$ cat config.mk
export PLATFORM = sky130hd
export DESIGN_NAME = alu_ctrl
export DESIGN_NICKNAME = d
export VERILOG_FILES = /design/src/rtl/alu_ctrl_pkg.sv /design/src/rtl/alu_ctrl_alu.sv /design/src/rtl/alu_ctrl.sv
export SDC_FILE = /design/constraint.sdc
export NUM_CORES = 1
export LEC_CHECK = 0
export ABC_AREA = 0
export BUFFER_PORTS_ARGS = -buffer_cell sky130_fd_sc_hd__clkbuf_2
export CORE_MARGIN = 3
export CORE_UTILIZATION = 30
export CTS_BUF_LIST = sky130_fd_sc_hd__clkbuf_16
export CTS_CLUSTER_SIZE = 16
export DETAILED_ROUTE_END_ITERATION = 10
export HOLD_SLACK_MARGIN = 0.05
export PLACE_DENSITY = 0.5
export SETUP_SLACK_MARGIN = 0.2
export SYNTH_ARGS = -nofsm -noshare
export SYNTH_HDL_FRONTEND = slang
export SYNTH_SLANG_ARGS = --single-unit
export TNS_END_PERCENT = 30
$ cat constraint.sdc
create_clock -name clk -period 5.4 [get_ports clk]
set_input_delay 0.27 -clock clk [delete_from_list [all_inputs] [get_ports clk]]
set_output_delay 0.27 -clock clk [all_outputs]
set_load 0.005 [all_outputs]
$ cat src/rtl/alu_ctrl_pkg.sv
// rtl/alu_ctrl_pkg.sv - opcode, width and FSM state definitions shared by alu_ctrl and its bench
`ifndef WORD_SIZE
`define WORD_SIZE 8
`endif

package alu_ctrl_pkg;
    localparam int WORD_SIZE  = `WORD_SIZE;
    localparam int REG_ADDR_W = 3;

    typedef enum logic [3:0] {
        OP_ADD = 4'd0,
        OP_ADC = 4'd1,
        OP_SUB = 4'd2,
        OP_INC = 4'd3,
        OP_DEC = 4'd4,
        OP_AND = 4'd5,
        OP_OR  = 4'd6,
        OP_XOR = 4'd7,
        OP_SHL = 4'd8,
        OP_SHR = 4'd9,
        OP_CMP = 4'd10
    } opcode_t;

    typedef enum logic [1:0] {
        ST_IDLE,
        ST_READ,
        ST_EXEC,
        ST_WB
    } ctrl_state_t;

    // Encodings above OP_CMP are reserved and retire with cmd_err.
    function automatic logic is_supported(opcode_t op);
        return op <= OP_CMP;
    endfunction

    function automatic logic is_writeback(opcode_t op);
        return is_supported(op) && (op != OP_CMP);
    endfunction
endpackage

$ cat src/rtl/alu_ctrl_alu.sv
// rtl/alu_ctrl_alu.sv - combinational ALU; ext[W] is carry for adds, borrow for subtracts, 0 otherwise
module alu #(
    parameter int W = alu_ctrl_pkg::WORD_SIZE
) (
    input  alu_ctrl_pkg::opcode_t op,
    input  logic [W-1:0]          a,
    input  logic [W-1:0]          b,
    output logic [W:0]            ext
);
    import alu_ctrl_pkg::*;

    always_comb begin
        ext = '0;
        case (op)
            OP_ADD, OP_ADC: ext = {1'b0, a} + {1'b0, b};
            OP_SUB, OP_CMP: ext = {1'b0, a} - {1'b0, b};
            OP_INC:         ext = {1'b0, a} + {{W{1'b0}}, 1'b1};
            OP_DEC:         ext = {1'b0, a} - {{W{1'b0}}, 1'b1};
            OP_AND:         ext = {1'b0, a & b};
            OP_OR:          ext = {1'b0, a | b};
            OP_XOR:         ext = {1'b0, a ^ b};
            OP_SHL:         ext = (int'(b) >= W) ? '0 : {1'b0, a << b};
            OP_SHR:         ext = (int'(b) >= W) ? '0 : {1'b0, a >> b};
            default:        ext = '0;
        endcase
    end
endmodule

$ cat src/rtl/alu_ctrl.sv
// rtl/alu_ctrl.sv - 4-cycle read/exec/writeback sequencer holding Z/C/N flags; ALU_OVF_EN adds flag_v
module alu_ctrl #(
    parameter int WORD_SIZE  = alu_ctrl_pkg::WORD_SIZE,
    parameter int REG_ADDR_W = alu_ctrl_pkg::REG_ADDR_W
) (
    input  logic                  clk,
    input  logic                  rst_n,
    input  logic                  cmd_valid,
    output logic                  cmd_ready,
    input  alu_ctrl_pkg::opcode_t cmd_opcode,
    input  logic [REG_ADDR_W-1:0] cmd_rd,
    input  logic [REG_ADDR_W-1:0] cmd_rs,
    output logic [REG_ADDR_W-1:0] rf_raddr_a,
    output logic [REG_ADDR_W-1:0] rf_raddr_b,
    input  logic [WORD_SIZE-1:0]  rf_rdata_a,
    input  logic [WORD_SIZE-1:0]  rf_rdata_b,
    output logic                  rf_we,
    output logic [REG_ADDR_W-1:0] rf_waddr,
    output logic [WORD_SIZE-1:0]  rf_wdata,
    output logic                  done,
    output logic                  cmd_err,
    output logic                  flag_z,
    output logic                  flag_c,
`ifdef ALU_OVF_EN
    output logic                  flag_v,
`endif
    output logic                  flag_n
);
    import alu_ctrl_pkg::*;

    ctrl_state_t          state;
    opcode_t              op_q;
    logic [WORD_SIZE:0]   alu_ext;
    logic [WORD_SIZE:0]   sum;

    alu #(.W(WORD_SIZE)) u_alu (
        .op  (op_q),
        .a   (rf_rdata_a),
        .b   (rf_rdata_b),
        .ext (alu_ext)
    );

    // ADC reuses the ALU's plain add; the carry-in is folded in here.
    assign sum = alu_ext + {{WORD_SIZE{1'b0}}, (op_q == OP_ADC) & flag_c};

`ifdef ALU_OVF_EN
    logic a_msb, b_msb, r_msb, ovf;
    always_comb begin
        a_msb = rf_rdata_a[WORD_SIZE-1];
        b_msb = rf_rdata_b[WORD_SIZE-1];
        r_msb = sum[WORD_SIZE-1];
        ovf   = 1'b0;
        case (op_q)
            OP_ADD, OP_ADC: ovf = (a_msb == b_msb) && (r_msb != a_msb);
            OP_SUB, OP_CMP: ovf = (a_msb != b_msb) && (r_msb != a_msb);
            OP_INC:         ovf = !a_msb && r_msb;
            OP_DEC:         ovf = a_msb && !r_msb;
            default:        ovf = 1'b0;
        endcase
    end
`endif

    always_ff @(posedge clk or negedge rst_n) begin
        if (!rst_n) begin
            state      <= ST_IDLE;
            op_q       <= OP_ADD;
            cmd_ready  <= 1'b1;
            rf_raddr_a <= '0;
            rf_raddr_b <= '0;
            rf_we      <= 1'b0;
            rf_waddr   <= '0;
            rf_wdata   <= '0;
            done       <= 1'b0;
            cmd_err    <= 1'b0;
            flag_z     <= 1'b0;
            flag_c     <= 1'b0;
            flag_n     <= 1'b0;
`ifdef ALU_OVF_EN
            flag_v     <= 1'b0;
`endif
        end else begin
            done    <= 1'b0;
            rf_we   <= 1'b0;
            cmd_err <= 1'b0;
            case (state)
                ST_IDLE: begin
                    if (cmd_valid && cmd_ready) begin
                        op_q       <= cmd_opcode;
                        rf_raddr_a <= cmd_rd;
                        rf_raddr_b <= cmd_rs;
                        rf_waddr   <= cmd_rd;
                        cmd_ready  <= 1'b0;
                        state      <= ST_READ;
                    end
                end
                ST_READ: state <= ST_EXEC;
                ST_EXEC: begin
                    state <= ST_WB;
                    done  <= 1'b1;
                    if (is_supported(op_q)) begin
                        rf_wdata <= sum[WORD_SIZE-1:0];
                        rf_we    <= is_writeback(op_q);
                        flag_z   <= (sum[WORD_SIZE-1:0] == '0);
                        flag_c   <= sum[WORD_SIZE];
                        flag_n   <= sum[WORD_SIZE-1];
`ifdef ALU_OVF_EN
                        flag_v   <= ovf;
`endif
                    end else begin
                        cmd_err <= 1'b1;
                    end
                end
                ST_WB: begin
                    state     <= ST_IDLE;
                    cmd_ready <= 1'b1;
                end
                default: state <= ST_IDLE;
            endcase
        end
    end
endmodule

==> metrics.cfg <==
[run_status]
run_status=complete, no violations

[floorplanning]
ioPinCount=53
dieArea_mm2=0.0115
std_cell_rows=36
start_util_pct=31.1
die_h_um=107
core_mm2=0.00991
die_w_um=107

[clock_tree]
clock-sinks=26
cts_buffers=3
root_buffer=clkbuf_16
clk_latency_ps=260
cts_hold_buf=0
cts_htree_levels=1
cts_tree=built
cts_resized=0
clk_pin_slew_ps=60
cts_setup_buffers=0
cts_buffer_depth=2

[global_routing]
grtUsageTotal_pct=15.5
grt_pass1_vias=2845
antenna_found_initial=0
grt_max_degree=31
grt_overflow=0
grt_first_pass_wirelength_um=14400

[drt]
vias=2880
first_pass_iters=4
ant_nets=0
met3_length_um=545
routed_wirelength_um=8830
avgViaCountPerCell=5.32
wl_met2_um=4210
wl_per_cell_um=16.3
met1_length_um=3880
drtIter0Drc=133
post-route-drc-count=0
top_layer_used=met4

[worst_setup_path]
worst_setup_path_end_kind=register
critPathMaxStageDelay_ps=570
cp.required_ps=5570
worstPathMaxFanout=18
cp_cell_sequence=nand2b_1 -> nor2_1 -> nor2_1 -> o22ai_1 -> fa_1 -> a32o_1 -> a211o_2 -> ha_1 -> nand2_1 -> or4b_1 -> a21boi_1 -> a21oi_1 -> o31ai_1
critPathTopFamily=simple AND/OR/NAND/NOR gates
arrival_ps=4380
worst-path-buf-inv=0
worstSetupStartpointType=register
crit_top_cell=nor2_1
crit_slowest_cell=dfrtp_1
crit_type=register to register

[synthesis]
synthTopCellsByArea=dfrtp_1 20%, ha_1 12%, mux2_2 8.4%
yosysSeqAreaShare_pct=21.1
synth_ff_type=dfrtp_1
synth_warnings=0
ys_ff_latch=26
synth_area_per_cell_um2=8.30
syn_area_mm2=0.00309
syn_inst=372
synth_top_area_share_pct=20.3
synth_edf_count=0
syn-num-nets=432
synth.distinct_cells=66
synthArstFlopShare_pct=100
yosys.area.top_type=dfrtp_1

[timing]
rsz0062_at_grt=false
clock-skew-final_ps=3.05
max-slew-margin-rel_pct=40.6
fmaxAchievable_mhz=238
post-route-min-period_ps=4210
hold_viol_final=0
setup_viol=0
fin_tns_setup_ps=0
worst_pin_slew_ps=891
finalCritPeriodShare_pct=78.0
finalMaxSlewViolations=0
fin_ws_ps=1190

[layout]
finalNetCount=469
finish.utilization_pct=35.2
multi_input_area_mm2=0.00222
ff_latch_area_um2=652
antenna_cells=0
area_delta_synth_final_pct=13.0
drive_gt1_share_pct=23.0
num-fill-cells=1078

[placed_design]
portBuffers=52
routabilityCongestion=0.956
post-place-ws_ps=1200
dp.final_hpwl_um=6860

[power]
leakage_uw=0.00158
ir_worst_vdd_mv=0.293
power_uw=1730
p_per_area_mw_per_mm2=497

[flow_run]
cap_violations=0

[worst_hold_path]
hp-class=primary input to asynchronous set/reset pin

==> final cells by class <==
class                           count  share of cell area (%)
Tap cell                          133                    4.77
Timing Repair Buffer               55                    8.11
Clock inverter                      1                   0.108
Sequential cell                    26                    18.7
Inverter                           23                    2.47
Multi-Input combinational cell    300                    63.7
Clock buffer                        3                    2.15
==> metal layers <==
metal	global-route usage (%)	up-vias
li1	-	1418
met3	2.70	14
met1	20.4	1352
met2	26.1	96
met5	0	-
met4	4.60	0
==> state kept, by name, indices dropped and copies added, names as in the netlist <==
name / cells
op_q: 4
flag_z: 1
rf_raddr_b: 3
rf_waddr: 3
flag_c: 1
state: 2
cmd_err: 1
done: 1
cmd_ready: 1
rf_we: 1
rf_wdata: 8
==> synthesized netlist by cell type (all sizes together), types with 5 or more instances <==
cell type and n:
nor2 40, mux2i 14, nor3 7, nand2 30, clkbuf 11, a21oi 14
buf 12, dfrtp 25, nor2b 5, o22ai 9, ha 30, nand3 5
xor2 5, inv 23, a31oi 8, nand2b 11, mux2 23, xnor2 6
o21ai 24, and2 5
==> through the flow <==
step / instances / hold slack (ps) / instance area [µm²]
finish: 541 / 25.3 / 3490
floorplan: 372 / -25.6 / 3090
global placement: 537 / 338 / 3410
detailed placement: 537 / 351 / 3410
CTS: 541 / 66.7 / 3490
global route: 541 / 83.0 / 3490
==> cells by family after synthesis <==
| kind of cell | Yosys count | synth area share, % |
|---|---|---|
| xor gates and xnor gates | 11 | 3.12 |
| AOI/OAI and AO/OA | 96 | 21.3 |
| and+or+nand+nor | 124 | 21.1 |
| DFF | 26 | 21.1 |
| muxes | 38 | 13.7 |
| adders and majority gates | 31 | 12.8 |
| buffers and inverters | 46 | 6.89 |
==> where the power goes <==
group	total, µW	switching [µW]	leakage (µW)	internal, µW
registers	369	78.2	0.000322	290
clock network	164	64.8	0.0000385	99.1
logic	1200	676	0.00122	523
total	1730	819	0.00158	913
==> cells in the final DEF, fill, tap and decap left out, types with 14 or more instances in the layout <==
cell      Yosys  layout
clkbuf_2      1      52
nor2_1       40      40
nand2_1      30      30
ha_1         30      30
dfrtp_1      25      25
o21ai_0      24      24
mux2_2       23      23
inv_1        22      22
mux2i_1      14      14
a21oi_1      14      14
==> path summary, 6_finish.rpt <==
check | depth (start not counted) | slack, ps | start | end
max in group asynchronous | 1 | 4950 | rst_n | state[0]$_DFFE_PN0P_
min reg2reg | 2 | 480 | rf_wdata[4]$_DFFE_PN0P_ | rf_wdata[4]$_DFFE_PN0P_
min | 1 | 30 | rst_n | rf_wdata[5]$_DFFE_PN0P_
max | 13 | 1190 | op_q[3]$_DFFE_PN0P_ | flag_z$_DFFE_PN0P_
max reg2reg | 13 | 1190 | op_q[3]$_DFFE_PN0P_ | flag_z$_DFFE_PN0P_
min in group clk | 2 | 240 | cmd_rs[0] | rf_raddr_b[0]$_DFFE_PN0P_
(Power assumes the default switching activity.)
